[src/rtl/fm_sb_pkg.sv]
// Shared definitions for the playback reader: mode encodings, reader FSM
// states and the playback record layout that sets the word width.
package fm_sb_pkg;

    localparam int pb_mode_width = 2;

    localparam logic [pb_mode_width-1:0] PB_OFF     = 2'd0;
    localparam logic [pb_mode_width-1:0] PB_ONESHOT = 2'd1;
    localparam logic [pb_mode_width-1:0] PB_LOOP    = 2'd2;

    typedef enum logic [1:0] {
        PB_IDLE  = 2'd0,
        PB_RUN   = 2'd1,
        PB_DRAIN = 2'd2
    } pb_state_t;

    // One playback record; its packed width is the memory word width.
    typedef struct packed {
        logic [31:0] timestamp;
        logic [15:0] freq_word;
        logic [15:0] amplitude;
    } fm_rt;

    // Encoding 3 is reserved and behaves like PB_OFF.
    function automatic logic pb_mode_active(input logic [pb_mode_width-1:0] mode);
        return (mode == PB_ONESHOT) || (mode == PB_LOOP);
    endfunction

endpackage

[src/rtl/fm_pb_skid.sv]
// Two-entry output buffer between the memory read pipeline and the datapath.
// Handshake on both sides: a word moves when valid and ready are both high
// in the same cycle; valid never depends on ready, and the head word is held
// unchanged while out_valid=1 and out_ready=0.
module fm_pb_skid
    import fm_sb_pkg::*;
#(
    parameter int DATA_W = 64
) (
    input  logic              clk,
    input  logic              rst,
    input  logic [DATA_W-1:0] in_data,
    input  logic              in_valid,
    output logic              in_ready,
    output logic [DATA_W-1:0] out_data,
    output logic              out_valid,
    input  logic              out_ready,
    output logic [1:0]        count
);

    logic [DATA_W-1:0] head_q;
    logic [DATA_W-1:0] tail_q;
    logic [1:0]        count_q;
    logic              push;
    logic              pop;

    assign in_ready  = (count_q != 2'd2);
    assign out_valid = (count_q != 2'd0);
    assign out_data  = head_q;
    assign count     = count_q;
    assign push      = in_valid && in_ready;
    assign pop       = out_valid && out_ready;

    // Head register always presents the oldest word; tail holds the second.
    always_ff @(posedge clk) begin
        if (rst) begin
            head_q  <= '0;
            tail_q  <= '0;
            count_q <= 2'd0;
        end else begin
            case (count_q)
                2'd0: begin
                    if (push) begin
                        head_q  <= in_data;
                        count_q <= 2'd1;
                    end
                end
                2'd1: begin
                    case ({push, pop})
                        2'b10: begin
                            tail_q  <= in_data;
                            count_q <= 2'd2;
                        end
                        2'b01: count_q <= 2'd0;
                        2'b11: head_q  <= in_data;
                        default: ;
                    endcase
                end
                2'd2: begin
                    if (pop) begin
                        head_q  <= tail_q;
                        count_q <= 2'd1;
                    end
                end
                default: count_q <= 2'd0;
            endcase
        end
    end

endmodule

[src/rtl/fm_pb_reader.sv]
// Playback reader: walks the playback memory from address 0 to a latched
// last address (once or looping), pushes the returned words through a
// two-entry skid buffer and counts words accepted downstream.
// Output handshake: a word transfers when pb_valid and pb_ready are both
// high; pb_valid never waits on pb_ready and pb_data holds while stalled.
module fm_pb_reader
    import fm_sb_pkg::*;
#(
    parameter int DATA_W = $bits(fm_rt),
    parameter int ADDR_W = 10
) (
    input  logic                     clk_hs,
    input  logic                     rst_hs,
    input  logic [pb_mode_width-1:0] playback_mode,
    input  logic                     pb_start,
    input  logic                     pb_stop,
    input  logic [ADDR_W-1:0]        last_addr,
    output logic                     mem_rd_en,
    output logic [ADDR_W-1:0]        mem_rd_addr,
    input  logic [DATA_W-1:0]        mem_rd_data,
    output logic [DATA_W-1:0]        pb_data,
    output logic                     pb_valid,
    input  logic                     pb_ready,
    output logic                     pb_busy,
    output logic                     pb_done,
    output logic [31:0]              pb_word_cnt,
    output pb_state_t                pb_state
);

    pb_state_t         state_q;
    pb_state_t         state_d;
    logic [ADDR_W-1:0] addr_q;
    logic [ADDR_W-1:0] last_q;
    logic              in_flight_q;
    logic [31:0]       word_cnt_q;

    logic              rd_issue;
    logic              start_go;
    logic              done;
    logic              mode_active;
    logic              abort;
    logic              at_last;
    logic              pop;
    logic              credit_ok;
    logic [1:0]        skid_count;
    logic [1:0]        occ_after;
    logic              skid_in_ready;

    assign mode_active = pb_mode_active(playback_mode);
    assign abort       = pb_stop || !mode_active;
    assign at_last     = (addr_q == last_q);
    assign pop         = pb_valid && pb_ready;

    // A new read may issue only if its word is guaranteed a skid slot when it
    // arrives: skid words left after this cycle's transfer, plus the read
    // already in flight, must be below two. With a read in flight this means
    // the skid must be empty after the transfer; otherwise the skid must have
    // a free slot now or be freeing one this cycle.
    assign occ_after = skid_count - {1'b0, pop};
    assign credit_ok = in_flight_q ? (occ_after == 2'd0) : (skid_in_ready || pop);

    // Next-state and per-cycle strobes. A stop or mode-off in RUN suppresses
    // further reads, except that a read of the last address still issues.
    always_comb begin
        state_d  = state_q;
        rd_issue = 1'b0;
        start_go = 1'b0;
        done     = 1'b0;
        case (state_q)
            PB_IDLE: begin
                if (pb_start && mode_active) begin
                    state_d  = PB_RUN;
                    start_go = 1'b1;
                end
            end
            PB_RUN: begin
                rd_issue = !rst_hs && credit_ok && (!abort || at_last);
                if (abort) begin
                    state_d = PB_DRAIN;
                end else if (rd_issue && at_last && (playback_mode == PB_ONESHOT)) begin
                    state_d = PB_DRAIN;
                end
            end
            PB_DRAIN: begin
                if (!in_flight_q && (skid_count == 2'd0)) begin
                    state_d = PB_IDLE;
                    done    = !rst_hs;
                end
            end
            default: state_d = PB_IDLE;
        endcase
    end

    // State, read address, latched last address, in-flight flag, word counter.
    always_ff @(posedge clk_hs) begin
        if (rst_hs) begin
            state_q     <= PB_IDLE;
            addr_q      <= '0;
            last_q      <= '0;
            in_flight_q <= 1'b0;
            word_cnt_q  <= '0;
        end else begin
            state_q     <= state_d;
            in_flight_q <= rd_issue;
            if (start_go) begin
                addr_q     <= '0;
                last_q     <= last_addr;
                word_cnt_q <= '0;
            end else begin
                if (rd_issue) begin
                    addr_q <= at_last ? '0 : addr_q + ADDR_W'(1);
                end
                if (pop && (word_cnt_q != 32'hFFFF_FFFF)) begin
                    word_cnt_q <= word_cnt_q + 32'd1;
                end
            end
        end
    end

    fm_pb_skid #(
        .DATA_W (DATA_W)
    ) u_skid (
        .clk       (clk_hs),
        .rst       (rst_hs),
        .in_data   (mem_rd_data),
        .in_valid  (in_flight_q),
        .in_ready  (skid_in_ready),
        .out_data  (pb_data),
        .out_valid (pb_valid),
        .out_ready (pb_ready),
        .count     (skid_count)
    );

    assign mem_rd_en   = rd_issue;
    assign mem_rd_addr = addr_q;
    assign pb_busy     = (state_q != PB_IDLE);
    assign pb_done     = done;
    assign pb_word_cnt = word_cnt_q;
    assign pb_state    = state_q;

endmodule

[config.mk]
export PLATFORM = sky130hd
export DESIGN_NAME = fm_pb_reader
export DESIGN_NICKNAME = d
export VERILOG_FILES = /design/src/rtl/fm_sb_pkg.sv /design/src/rtl/fm_pb_skid.sv /design/src/rtl/fm_pb_reader.sv
export SDC_FILE = /design/constraint.sdc
export NUM_CORES = 1
export LEC_CHECK = 0
export BUFFER_PORTS_ARGS = -buffer_cell sky130_fd_sc_hd__buf_2
export CAP_MARGIN = 20
export CORE_ASPECT_RATIO = 1.25
export CORE_UTILIZATION = 45
export CTS_CLUSTER_DIAMETER = 40
export DETAILED_ROUTE_END_ITERATION = 8
export HOLD_SLACK_MARGIN = 0.02
export PLACE_DENSITY = 0.77
export SYNTH_ARGS = -nofsm -noshare
export SYNTH_HDL_FRONTEND = slang
export SYNTH_SLANG_ARGS = --single-unit
[constraint.sdc]
create_clock -name clk_hs -period 4.5 [get_ports clk_hs]
set_clock_uncertainty 0.2 [all_clocks]
set_input_delay 0.225 -clock clk_hs [delete_from_list [all_inputs] [get_ports clk_hs]]
set_output_delay 0.225 -clock clk_hs [all_outputs]
set_load 0.03 [all_outputs]
==> key figures <==
Synth
  • Count leader, synth: dfxtp_1
  • Main combinational cell family by area after synthesis: simple AND/OR/NAND/NOR gates
  • Sequential cell area fraction in the yosys report: 46.9%
  • Synth top area cells: dfxtp_1, mux2i_1, nand2_1, a21oi_1, a211oi_1
  • EDFF count, synth: 0
  • Post-synthesis compound-gate area fraction: approximately a fifth
  • Adder-cell area share of the yosys netlist: less than 1%
  • Post-synth top area share: between 40% and 50%
  • Synth area leader: dfxtp_1
  • Avg Inst Size Synth: around 8.6 sq um
  • Top cells by count, synth: dfxtp_1, nand2_1, a21oi_1, nor2_1
  • Post-Syn Nets: ~1,000
  • Post-Synth Simple-Gate Area: ~20%
  • Netlist cell types: 55
  • Yosys reg bits: 185
  • Ys Warns: 0
  • Cell Area, Synth: a little under 8000 sq um
  • Post-synthesis mux area share: between 8 and 9%
  • Asr flop ratio synth: 0%
  • Top FF cell, synth: dfxtp_1
  • Synth Instances: about 900
  • Synth Area in XOR/XNOR: ~1.4%

Timing
  • RSZ-0062 raised after global routing: false
  • Tmin final: slightly below 3000 ps
  • Hold Fails Final Rpt: 0
  • Period utilisation layout: 64.3%
  • Final setup TNS: 0 ps
  • Slew margin rel.: around a third
  • Fmax: approximately 350 MHz
  • Setup ws final: ~1600 ps
  • Max-slew violation count: 0
  • Setup violators final: 0
  • Worst-margin pin slew: ~990 ps

Placed design
  • Dpl ws: 1910 ps
  • PortBufs: 192
  • GP Congestion: between 0.8 and 0.9
  • Hpwl dp: 13.2 mm

CTS
  • H-tree levels: 4
  • CTS root buffer: clkbuf_16
  • Number of setup buffers added after CTS: 0
  • Clk sink count: around 190
  • Reg clk slew, reported paths: 70 ps
  • Clock Path Buffers: 2
  • Clock insertion delay at the later pin of the skew report: 430 ps
  • Clock buffer count from CTS: 17
  • CTS tree: built

Global routing
  • Largest net degree at the start of global routing: 94
  • Initial antenna violation count: 0
  • Tot GR Track Use: about a quarter
  • Vias in the first global route: roughly 7,000
  • GR Overflow Total: 0
  • First-pass GRT wire length: roughly 34 mm

Critical path
  • WP data required: just over 4000 ps
  • Worst Path Max Fanout: 14
  • Critical Path Source Type: input pin
  • Worst EP arrival: 2470 ps
  • Critical path launch point: pb_ready
  • WS Path Type: in -> out
  • Crit end category: output pin
  • Worst r2r src: pb_word_cnt[0]

Drt
  • Routed Antenna Nets: 0
  • 1st-iter DRT viols: 475
  • Drt drc: 0
  • Average wire per standard cell: between 15 and 20 um
  • Initial DRT Pass Iterations: 6
  • Vias per cell: between 5 and 6
  • Via count of the routed design: 7,578
  • Total Wirelength: between 20 and 25 mm

Hold path
  • Hold path startpoint: rst_hs
  • Hold Crit Class: in -> reg

Floorplanning
  • Initial core utilization: around 47%
  • Die Wd: approximately 120 um
  • Die height: around 150 um
  • Core footprint: about 17,000 sq um
  • # rows: 53
  • Area of the die: approximately 18,000 sq um
  • Top Ports: approximately 190

Finish
  • Diodes inserted: 0
  • Final net count: ~1,200
  • Share of layout cells above drive strength 1: roughly 22%
  • Area grow syn2layout: 30.5%

Pwr
  • Maximum vdd ir drop: approximately 0.24 mV
  • Power density cells: ~350 nW/um^2
  • Leak Pwr: ~4.4 nW

Run
  • Max Cap Viol: 0

Outcome
  • Status: completed
## critical path: stages
cell	delay, ps
dlygate4sd3_1	520
buf_2	210
and3b_1	270
a2111o_1	600
nand4b_4	310
nand2_1	120
buf_2	200
## final cells by class
cell class	instances	area, sq um
clock buffers	18	439
flip-flops and latches	185	3700
inverters	11	41.3
well taps	220	275
clock inverters	14	170
multi-input cells	659	3910
fillers	1418	6670
repair buffers	275	1770
## layer usage
| metal | wire [um] | part of all wire, % | track usage (%) |
|---|---|---|---|
| met1 | 8790 | 41 | 27.6 |
| met2 | 10700 | 50 | 39.8 |
| met3 | 1270 | 6.0 | 6.70 |
| met4 | 493 | 2.3 | 9.26 |
| met5 | 0 | 0 | 0 |
## registers in the layout, indices dropped and copies added, names as in the netlist
register,cells
u_skid.tail_q,64
in_flight_q,1
mem_rd_addr,10
u_skid.out_data,64
last_q,10
pb_word_cnt,32
u_skid.count,2
pb_state,2
## kinds of logic (layout without fill, tap and decap cells)
| logic type | count (synthesis) | after routing |
|---|---|---|
| adder cells (fa/ha/maj) | 3 | 3 |
| AO/OA/AOI/OAI | 232 | 232 |
| multiplexers | 65 | 65 |
| flip-flops | 185 | 185 |
| XOR/XNOR | 13 | 13 |
| buffers and inverters | 76 | 318 |
| AND/OR/NAND/NOR | 346 | 346 |
## where the power goes
part           switching, mW  total, mW  internal [mW]
registers             0.0237       1.70           1.67
clock network          0.718       1.53          0.811
logic                  0.225      0.371          0.146
## cell usage in the layout, fill, tap and decap left out, types with 3 or more instances in the layout
| master | synthesis | final |
|---|---|---|
| a2111o_1 | 5 | 5 |
| a211oi_1 | 65 | 65 |
| a21oi_1 | 110 | 110 |
| and3_1 | 4 | 4 |
| buf_2 | 7 | 191 |
| buf_4 | 1 | 9 |
| clkbuf_16 | 0 | 17 |
| clkinv_8 | 0 | 3 |
| dfxtp_1 | 185 | 185 |
| dlygate4sd3_1 | 0 | 75 |
| ha_1 | 3 | 3 |
| inv_1 | 11 | 11 |
| inv_6 | 0 | 6 |
| mux2i_1 | 65 | 65 |
| nand2_1 | 166 | 165 |
| nand2b_1 | 4 | 3 |
| nand3_1 | 21 | 21 |
| nand4_1 | 10 | 10 |
| nor2_1 | 82 | 82 |
| nor3_1 | 4 | 4 |
| o21ai_0 | 17 | 16 |
| o31ai_1 | 17 | 17 |
| o41ai_1 | 4 | 4 |
| or2_2 | 4 | 4 |
| or3_1 | 16 | 16 |
| or4_1 | 17 | 17 |
| xor2_1 | 12 | 12 |
## per-stage QoR
| stage | util (%) | hold slack, ps | cell area (sq um) | power [mW] | std cells |
|---|---|---|---|---|---|
| floorplan | - | 161 | 7900 | 1.94 | 920 |
| global placement | 52.7 | 240 | 8950 | 2.04 | 1275 |
| detailed placement | 52.7 | 246 | 8950 | 2.05 | 1275 |
| CTS | 60.7 | 52.9 | 10300 | 3.63 | 1382 |
| global route | 60.7 | 74.2 | 10300 | 3.73 | 1382 |
| finish | 60.7 | 76.1 | 10300 | 3.60 | 1382 |
## path summary, 6_finish.rpt
check	to	slack (ps)	cells past startpoint
hold reg to reg	u_skid.tail_q[52]	250	2
setup reg to reg	pb_word_cnt[11]	1860	6
setup / recovery	mem_rd_en	1610	7
hold / removal	pb_state[0]	80	2
## repair_timing
action	4_1_cts	5_1_grt
resized for setup	0	0
hold endpoints to repair	139	0
hold buffers	75	0
Power figures use the tool's default switching activity.
